==> config.mk <==
export PLATFORM = sky130hd
export DESIGN_NAME = conv_enc_frame_ctrl
export DESIGN_NICKNAME = d
export VERILOG_FILES = /design/src/rtl/conv_enc_frame_ctrl.sv
export SDC_FILE = /design/constraint.sdc
export NUM_CORES = 1
export LEC_CHECK = 0
export BUFFER_PORTS_ARGS = -buffer_cell sky130_fd_sc_hd__buf_2
export CORE_ASPECT_RATIO = 1.5
export CORE_MARGIN = 1.5
export CORE_UTILIZATION = 51
export CTS_BUF_LIST = sky130_fd_sc_hd__clkbuf_4 sky130_fd_sc_hd__clkbuf_8
export DETAILED_ROUTE_END_ITERATION = 6
export PLACE_DENSITY = 0.79
export RECOVER_POWER = 100
export SYNTH_ARGS = -nofsm -noshare
export SYNTH_HDL_FRONTEND = slang
export SYNTH_SLANG_ARGS = --single-unit
==> constraint.sdc <==
create_clock -name clk -period 1.3 [get_ports clk]
set_input_delay 0.26 -clock clk [delete_from_list [all_inputs] [get_ports clk]]
set_output_delay 0.26 -clock clk [all_outputs]
set_load 0.01 [all_outputs]
==> src/rtl/conv_enc_frame_ctrl.sv <==
// Frame controller for an external convolutional encoder: buffers a frame, clears the encoder, then streams bits (plus optional zero tail).
// Latency: first out_sym ENC_LAT+1 cycles after the first ENCODE cycle; done one cycle after the final symbol.
// Backpressure: in_valid stalls in LOAD hold state indefinitely; the symbol output has no backpressure.
//
// Ports: clk/reset (sync, active-high); start, in_valid/in_bit/in_ready (frame input);
//        enc_b/enc_reset/enc_c (encoder drive and return); out_valid/out_sym/out_last (symbols);
//        busy, done (status).
// Build option: define CONV_CTRL_TAIL_EN to append K-1 zero tail bits (terminates the trellis in state 0).
module conv_enc_frame_ctrl #(
   parameter int FRAME_LEN = 8,
   parameter int K         = 3,
   parameter int ENC_LAT   = 0
) (
   input  logic       clk,
   input  logic       reset,
   input  logic       start,
   input  logic       in_valid,
   input  logic       in_bit,
   output logic       in_ready,
   output logic       enc_b,
   output logic       enc_reset,
   input  logic [1:0] enc_c,
   output logic       out_valid,
   output logic [1:0] out_sym,
   output logic       out_last,
   output logic       busy,
   output logic       done
);

   localparam int CW = $clog2(FRAME_LEN + K);
   localparam int IW = (FRAME_LEN > 1) ? $clog2(FRAME_LEN) : 1;
   localparam logic [CW-1:0] LAST_BIT   = CW'(FRAME_LEN - 1);
   localparam logic [CW-1:0] LAST_DRAIN = CW'(ENC_LAT);

`ifdef CONV_CTRL_TAIL_EN
   localparam logic [CW-1:0] LAST_TAIL = CW'(K - 2);
   typedef enum logic [2:0] {
      IDLE = 3'd0, LOAD = 3'd1, CLR = 3'd2, ENCODE = 3'd3, TAIL = 3'd4, DRAIN = 3'd5, DONE = 3'd6
   } state_t;
`else
   typedef enum logic [2:0] {
      IDLE = 3'd0, LOAD = 3'd1, CLR = 3'd2, ENCODE = 3'd3, DRAIN = 3'd5, DONE = 3'd6
   } state_t;
`endif

   state_t                 state_q, state_d;
   logic [CW-1:0]          cnt_q, cnt_d;
   logic [FRAME_LEN-1:0]   buf_q, buf_d;
   logic                   cnt_inc;
   logic                   sym_act, sym_last;
   logic                   act_aligned, last_aligned;
   logic                   out_valid_q, out_last_q;
   logic [1:0]             out_sym_q;

   // State register
   always_ff @(posedge clk) begin
      if (reset) begin
         state_q <= IDLE;
         cnt_q   <= '0;
         buf_q   <= '0;
      end else begin
         state_q <= state_d;
         cnt_q   <= cnt_d;
         buf_q   <= buf_d;
      end
   end

   // Next-state logic. in_ready equals (state_q == LOAD), so capture needs only in_valid.
   always_comb begin
      state_d = state_q;
      buf_d   = buf_q;
      cnt_inc = 1'b0;
      case (state_q)
         IDLE:   if (start) state_d = LOAD;
         LOAD: begin
            if (in_valid) begin
               buf_d[cnt_q[IW-1:0]] = in_bit;
               cnt_inc = 1'b1;
               if (cnt_q == LAST_BIT) state_d = CLR;
            end
         end
         CLR:    state_d = ENCODE;
         ENCODE: begin
            cnt_inc = 1'b1;
`ifdef CONV_CTRL_TAIL_EN
            if (cnt_q == LAST_BIT) state_d = TAIL;
`else
            if (cnt_q == LAST_BIT) state_d = DRAIN;
`endif
         end
`ifdef CONV_CTRL_TAIL_EN
         TAIL: begin
            cnt_inc = 1'b1;
            if (cnt_q == LAST_TAIL) state_d = DRAIN;
         end
`endif
         // Wait for the encoder pipeline and the output register to flush.
         DRAIN: begin
            cnt_inc = 1'b1;
            if (cnt_q == LAST_DRAIN) state_d = DONE;
         end
         DONE:    state_d = IDLE;
         default: state_d = IDLE;
      endcase

      // The counter restarts from zero on every state entry.
      if (state_d != state_q) cnt_d = '0;
      else if (cnt_inc)       cnt_d = cnt_q + CW'(1);
      else                    cnt_d = cnt_q;
   end

   // Output decode
   always_comb begin
      in_ready  = (state_q == LOAD);
      enc_reset = reset || (state_q == CLR);
      enc_b     = (state_q == ENCODE) ? buf_q[cnt_q[IW-1:0]] : 1'b0;
      busy      = (state_q != IDLE);
      done      = (state_q == DONE);
`ifdef CONV_CTRL_TAIL_EN
      sym_act   = (state_q == ENCODE) || (state_q == TAIL);
      sym_last  = (state_q == TAIL) && (cnt_q == LAST_TAIL);
`else
      sym_act   = (state_q == ENCODE);
      sym_last  = (state_q == ENCODE) && (cnt_q == LAST_BIT);
`endif
   end

   // Align symbol-valid/last flags with enc_c, which trails enc_b by ENC_LAT cycles.
   generate
      if (ENC_LAT == 1) begin : g_lat1
         logic act_dly_q, last_dly_q;
         always_ff @(posedge clk) begin
            if (reset) begin
               act_dly_q  <= 1'b0;
               last_dly_q <= 1'b0;
            end else begin
               act_dly_q  <= sym_act;
               last_dly_q <= sym_last;
            end
         end
         assign act_aligned  = act_dly_q;
         assign last_aligned = last_dly_q;
      end else begin : g_lat0
         assign act_aligned  = sym_act;
         assign last_aligned = sym_last;
      end
   endgenerate

   always_ff @(posedge clk) begin
      if (reset) begin
         out_valid_q <= 1'b0;
         out_sym_q   <= 2'b00;
         out_last_q  <= 1'b0;
      end else begin
         out_valid_q <= act_aligned;
         out_sym_q   <= act_aligned ? enc_c : 2'b00;
         out_last_q  <= last_aligned;
      end
   end

   assign out_valid = out_valid_q;
   assign out_sym   = out_sym_q;
   assign out_last  = out_last_q;

endmodule

==> impl_metrics.tcl, run 1 <==
set metrics [dict create \
    status "finished with violations" \
    violations "negative setup slack" \
    initial_utilization 0.542 \
    worst_pin_slew_ns 0.286 \
    firstDrtPassIters 4 \
    drt-initial-drc-count 21 \
    syn2layout_area_growth_pct 44.8 \
    cts_num_sinks 19 \
    track_usage 0.272 \
    cp-end-kind "output port" \
    required_ns 1.04 \
    p_leak_nw 0.607 \
    ant_nets 0 \
    fp.dieW_microns 39.0 \
    setup_slack_ns -0.499 \
    core_area_sq_um 1830 \
    worstSetupPathType "flop to output port" \
    drcViolationCount 0 \
    timing.hold.ws_ns 0.132 \
    p_total_mw 1.06 \
    fin_cells 173 \
    n_fill_cell 114 \
    dp.final_hpwl_microns 1750 \
    grt_pass1_vias 1033 \
    syn_area_per_cell_sq_um 8.55 \
    dieArea_sq_um 2220 \
    drt-total-wl_microns 2870 \
    drv_slew 0 \
    vias 1022 \
    cp_max_fo 4 \
    cts_tree "built" \
    post-synth-top-count-cell "dfxtp_1" \
    nNetsFinal 162 \
    synth_top_area_share 0.383 \
    synthCells 116 \
    synth_seq_cells 19 \
    grt_pass1_wl_microns 4260 \
    hold_violations 0 \
    fin_crit_sh 1.38 \
    ctsHoldBuffers 0 \
    hold_class "input port to flop" \
    fp.dieH_microns 57.0 \
    synthTopCellsByCount "dfxtp_1, nor2_1, mux2i_1" \
    ys_top_cells_by_area "dfxtp_1, mux2i_1, nor2_1" \
    drv_cap 0 \
    max_slew_margin 0.809 \
    timing.fmax_ghz 0.556 \
    ir_drop_mv 0.703 \
    worst_setup_path_start_kind "flop" \
    grt_setup_unrepaired "yes" \
    fin_tns_setup_ns -2.91 \
    placed_cells 165 \
    powerDensity_nw_per_um2 736 \
    numCtsBuffers 3 \
    synth_edf_count 0 \
    io_pins 16 \
    skew_ns 0.000748 \
    synth_cell_types 37 \
    htree_levels 1 \
    gp_congestion 0.879 \
    yosys.area.top_type "dfxtp_1" \
    async_reset_ff_frac 0 \
    syn_nets 125 \
    syn_area_sq_um 992 \
    yosysWarnings 0 \
    clk_pin_slew_worst_paths_ns 0.11 \
    grt_antenna_before_repair 0 \
    cts_buffer_depth 2 \
    rows 19 \
    gr-total-overflow 0 \
    clock_latency_ns 0.32 \
    drive_gt1_frac 0.493 \
    wl_per_cell_microns 16.6 \
    diodes 0 \
    synth-main-ff-cell "dfxtp_1" \
    critPathArrivalTime_ns 1.54 \
    setup_viol 18 \
    grt_max_degree 12 \
    seq_area_frac_synth 0.383 \
    viasPerCell 5.91 \
    port_buffers 15 \
    min_period_ns 1.80 \
    root_buffer "clkbuf_4" \
]
path summary, 6_finish.rpt:
path                            startpoint    endpoint  slack (ns)  cells after the start
worst max-delay path              cnt_q[1]       enc_b       -0.50                      6
worst min-delay path              enc_c[1]  out_sym[1]        0.13                      2
worst max register to register    cnt_q[1]    cnt_q[3]       -0.15                      7
worst min register to register    buf_q[7]    buf_q[7]        0.48                      2
state kept, by name (all words and copies together) (netlist names):
| signal | flops |
|---|---|
| out_last | 1 |
| buf_q | 8 |
| cnt_q | 4 |
| out_sym | 2 |
| out_valid | 1 |
| state_q | 3 |
routing by layer:
| layer | routed length [microns] | share of wire | global-route usage | vias to the layer above |
|---|---|---|---|---|
| met1 | 1090 | 0.38 | 0.289 | 485 |
| met4 | 148 | 0.052 | 0.158 | 0 |
| met5 | 0 | 0 | 0 | - |
| met2 | 1530 | 0.53 | 0.474 | 39 |
| li1 | - | - | - | 484 |
| met3 | 107 | 0.037 | 0.0428 | 14 |
worst max-delay path: stages (launching register included):
cell,delay (ns)
dfxtp_2,0.35
buf_4,0.15
and4bb_2,0.23
a21oi_2,0.12
o211ai_1,0.09
and4_1,0.15
buf_2,0.13
repair_timing:
action	in CTS	in global routing
setup buffers	2	2
resized for setup	18	20
pin swaps	8	7
setup endpoints to repair	16	19
per-stage QoR:
stage	setup slack, ns	util	cell area (sq um)
after floorplan	-0.0214	-	1030
after global placement	-0.120	0.676	1240
after detailed placement	-0.149	0.676	1240
after CTS	-0.507	0.742	1360
after global routing	-0.573	0.785	1440
final	-0.499	0.785	1440
layout make-up:
class	count	area, sq um	area share
Inverter	5	23.8	0.0166
Timing Repair Buffer	40	284	0.198
Clock buffer	3	22.5	0.0157
Tap cell	21	26.3	0.0183
Clock inverter	1	5.00	0.00348
Multi-Input combinational cell	84	688	0.479
Sequential cell	19	387	0.269
where the power goes:
group	internal [mW]	switching, mW	leakage, nW
clock	0.116	0.204	0.0177
combinational	0.0638	0.0785	0.433
sequential	0.588	0.00695	0.156
placed cells by master, fill, tap and decap left out, drive strengths merged, types with 2 or more instances in the layout:
cell | Yosys | routed
buf | 4 | 35
dfxtp | 19 | 19
nor2 | 16 | 16
mux2i | 8 | 8
clkbuf | 4 | 8
nand2 | 7 | 7
a21oi | 6 | 6
inv | 5 | 5
nand3 | 4 | 4
nand4 | 4 | 4
nor4 | 4 | 4
and2 | 3 | 3
o21ai | 3 | 3
mux2 | 3 | 3
or3 | 3 | 3
and4bb | 2 | 2
nand2b | 2 | 2
xor2 | 2 | 2
ha | 2 | 2
cell families after synthesis:
kind of cell               count (synthesis)  share of synthesized area
muxes                                     11                      0.115
DFF                                       19                      0.383
adders and majority gates                  2                     0.0252
xor gates and xnor gates                   3                     0.0265
buffers and inverters                     13                     0.0567
AOI/OAI and AO/OA                         15                     0.0921
and+or+nand+nor                           53                      0.301
No activity file was read; power rests on OpenSTA's default activity.
==> inputs of run 2 (changes only) <==
==> config.mk (replaced) <==
export PLATFORM = sky130hd
export DESIGN_NAME = conv_enc_frame_ctrl
export DESIGN_NICKNAME = d
export VERILOG_FILES = /design/src/rtl/conv_enc_frame_ctrl.sv
export SDC_FILE = /design/constraint.sdc
export NUM_CORES = 1
export LEC_CHECK = 0
export CORE_MARGIN = 1.5
export CORE_UTILIZATION = 57
export CTS_BUF_LIST = sky130_fd_sc_hd__clkbuf_4 sky130_fd_sc_hd__clkbuf_8
export DETAILED_ROUTE_END_ITERATION = 6
export DONT_BUFFER_PORTS = 1
export PLACE_DENSITY = 0.78
export RECOVER_POWER = 100
export SYNTH_ARGS = -nofsm -noshare
export SYNTH_HDL_FRONTEND = slang
export SYNTH_SLANG_ARGS = --single-unit
==> impl_metrics.tcl, run 2 <==
set metrics [dict create \
    yosys.area.top_type "dfxtp_1" \
    grt_max_degree 16 \
    htree_levels 1 \
    synth_top_area_share 0.383 \
    fp.dieW_microns 44.7 \
    syn_area_per_cell_sq_um 8.55 \
    lastStage "global routing" \
    initial_utilization 0.636 \
    port_buffers 0 \
    seq_area_frac_synth 0.383 \
    dp.final_hpwl_microns 1700 \
    async_reset_ff_frac 0 \
    worst_endpoint_kind "output port" \
    synthTopCellsByCount "dfxtp_1, nor2_1, mux2i_1" \
    synth_cell_types 37 \
    cts_buffer_depth 2 \
    error_line "[ERROR DPL-0038] Utilization greater than 100%, impossible to legalize" \
    yosysWarnings 0 \
    numCtsBuffers 3 \
    fp.dieH_microns 44.7 \
    cts_num_sinks 19 \
    synth_seq_cells 19 \
    synth-main-ff-cell "dfxtp_1" \
    synth_edf_count 0 \
    post-synth-top-count-cell "dfxtp_1" \
    syn_area_sq_um 992 \
    gp_congestion 0.901 \
    io_pins 16 \
    status "stopped before the end" \
    grt-worst-endpoint "enc_b" \
    synthCells 116 \
    ys_top_cells_by_area "dfxtp_1, mux2i_1, nor2_1" \
    root_buffer "clkbuf_4" \
    dp_slack_ns -0.171 \
    rows 14 \
    syn_nets 125 \
]
run 2: cells by family after synthesis:
kind of cell | synth area share
buffers and inverters | 0.0567
AO/OA/AOI/OAI | 0.0921
multiplexers | 0.115
flip-flops | 0.383
adder cells (fa/ha/maj) | 0.0252
XOR/XNOR | 0.0265
AND/OR/NAND/NOR | 0.301
run 2: repair_timing:
action | in CTS
hold buffers | 1
resized for setup | 32
setup endpoints to repair | 16
buffers inserted | 9
hold endpoints to repair | 1
pin swaps | 15
run 2: metrics by stage:
step	instances	utilization	cell area (sq um)
after global placement	143	0.732	1140
after detailed placement	143	0.732	1140
after floorplan	116	-	1030
after CTS	157	0.876	1370
==> inputs of run 3 (changes only) <==
==> config.mk (replaced) <==
export PLATFORM = sky130hd
export DESIGN_NAME = conv_enc_frame_ctrl
export DESIGN_NICKNAME = d
export VERILOG_FILES = /design/src/rtl/conv_enc_frame_ctrl.sv
export SDC_FILE = /design/constraint.sdc
export NUM_CORES = 1
export LEC_CHECK = 0
export CORE_AREA = 2 2 63 65
export DETAILED_ROUTE_END_ITERATION = 6
export DIE_AREA = 0 0 65 67
export DONT_BUFFER_PORTS = 1
export PLACE_DENSITY_LB_ADDON = 0.15
export RECOVER_POWER = 100
export SYNTH_ARGS = -nofsm -noshare
export SYNTH_HDL_FRONTEND = slang
export SYNTH_SLANG_ARGS = --single-unit
==> constraint.sdc (replaced) <==
create_clock -name clk -period 1.69 [get_ports clk]
set_input_delay 0.338 -clock clk [delete_from_list [all_inputs] [get_ports clk]]
set_output_delay 0.338 -clock clk [all_outputs]
set_load 0.01 [all_outputs]
==> impl_metrics.tcl, run 3 (synthesis gave the netlist of run 1 again) <==
set metrics [dict create \
    status "finished with violations" \
    violations "negative setup slack" \
    cts_buffer_depth 2 \
    worst_setup_path_start_kind "flop" \
    r2r_slack_ns 0.16 \
    root_buffer "clkbuf_8" \
    drive_gt1_frac 0.244 \
    cp_max_fo 4 \
    fin_cells 171 \
    grt_pass1_vias 799 \
    io_pins 16 \
    required_ns 1.35 \
    regMostFlops "buf_q" \
    htree_levels 1 \
    clock_latency_ns 0.26 \
    ir_drop_mv 0.365 \
    grt_pass1_wl_microns 3730 \
    placed_cells 166 \
    drcViolationCount 0 \
    worst_pin_slew_ns 0.356 \
    max_slew_margin 0.760 \
    ctsHoldBuffers 0 \
    core_area_sq_um 3610 \
    viasPerCell 4.92 \
    n_fill_cell 388 \
    syn2layout_area_growth_pct 20.7 \
    wl_per_cell_microns 13.1 \
    firstDrtPassIters 4 \
    fp.dieH_microns 67 \
    setup_viol 1 \
    ant_nets 0 \
    fin_tns_setup_ns -0.0312 \
    numCtsBuffers 3 \
    fin_crit_sh 1.02 \
    min_period_ns 1.72 \
    slowest_delay_ns 0.37 \
    critPathArrivalTime_ns 1.38 \
    track_usage 0.116 \
    diodes 0 \
    grt_antenna_before_repair 0 \
    gr-total-overflow 0 \
    vias 842 \
    p_leak_nw 0.462 \
    skew_ns 0.00491 \
    powerDensity_nw_per_um2 698 \
    setup_slack_ns -0.0312 \
    p_total_mw 0.836 \
    cts_tree "built" \
    grt_setup_unrepaired "yes" \
    hold_class "input port to flop" \
    final_common_cell "dfxtp_1" \
    cts_num_sinks 19 \
    drt-total-wl_microns 2250 \
    final_cell_mix "dfxtp_1, nor2_1, buf_4" \
    drv_cap 0 \
    nNetsFinal 133 \
    initial_utilization 0.275 \
    multiInputGateArea_sq_um 592 \
    reg_top3 "buf_q: 8 flops, cnt_q: 4 flops, state_q: 3 flops" \
    drv_slew 0 \
    cp-end-kind "output port" \
    hold_violations 0 \
    largest_reg_flops 8 \
    rows 22 \
    worstSetupPathType "flop to output port" \
    dp_slack_ns 0.0564 \
    port_buffers 0 \
    grt_max_degree 16 \
    cp_cell_sequence "mux2_4 -> a22oi_2 -> o211ai_1 -> and4_4" \
    critPathSlowestCell "dfxtp_4" \
    timing.fmax_ghz 0.581 \
    drt-initial-drc-count 22 \
    worst_path_dominant_cell_family "flip-flops" \
    dieArea_sq_um 4360 \
    seq_area_sq_um 392 \
    dp.final_hpwl_microns 1640 \
    gp_congestion 0.782 \
    critPathBufInv 0 \
    clk_pin_slew_worst_paths_ns 0.07 \
    fp.dieW_microns 65 \
]
-- run 3: worst paths after layout --
kind,startpoint,endpoint,cells past startpoint
worst max-delay path,cnt_q[1],enc_b,4
worst min-delay path,reset,state_q[1],1
worst max register to register,cnt_q[1],cnt_q[2],7
worst min register to register,buf_q[7],buf_q[7],2
-- run 3: layout make-up --
cell class | instances | share of cell area
Inverter | 5 | 0.0157
Clock buffer | 4 | 0.0376
Sequential cell | 19 | 0.327
Timing Repair Buffer | 11 | 0.0752
Multi-Input combinational cell | 84 | 0.494
Tap cell | 48 | 0.0502
-- run 3: per-stage QoR --
stage / hold WS, ns / cell area (sq um) / utilization
floorplan: 0.433 / 992 / -
global placement: 0.411 / 1090 / 0.302
detailed placement: 0.413 / 1090 / 0.302
CTS: 0.128 / 1180 / 0.328
global route: 0.129 / 1200 / 0.332
finish: 0.137 / 1200 / 0.332
-- run 3: repair_timing --
action                                  4_1_cts  5_1_grt
pin swaps                                     4        0
endpoints found under the setup margin        1        6
resized for setup                            14        5
setup buffers                                 1        0
-- run 3: per-layer routing --
layer	GRT usage	wire length, microns	part of all wire	vias up
met5	0	0	0	-
met3	0.0490	133	0.059	4
met1	0.131	1020	0.46	396
met4	0.0559	41	0.018	0
met2	0.187	1050	0.47	19
li1	-	-	-	423
-- run 3: worst register-to-register path: stages (launching register included) --
cell and delay [ns]:
dfxtp_4 0.37, buf_4 0.11, inv_2 0.04, ha_1 0.18
nor3b_2 0.17, o21ai_1 0.21, o2111ai_2 0.22, nor2_1 0.16
-- run 3: report_power, final --
part | total [mW] | switching, mW | internal [mW]
clock | 0.322 | 0.154 | 0.168
sequential | 0.453 | 0.00421 | 0.448
combinational | 0.0615 | 0.0351 | 0.0264
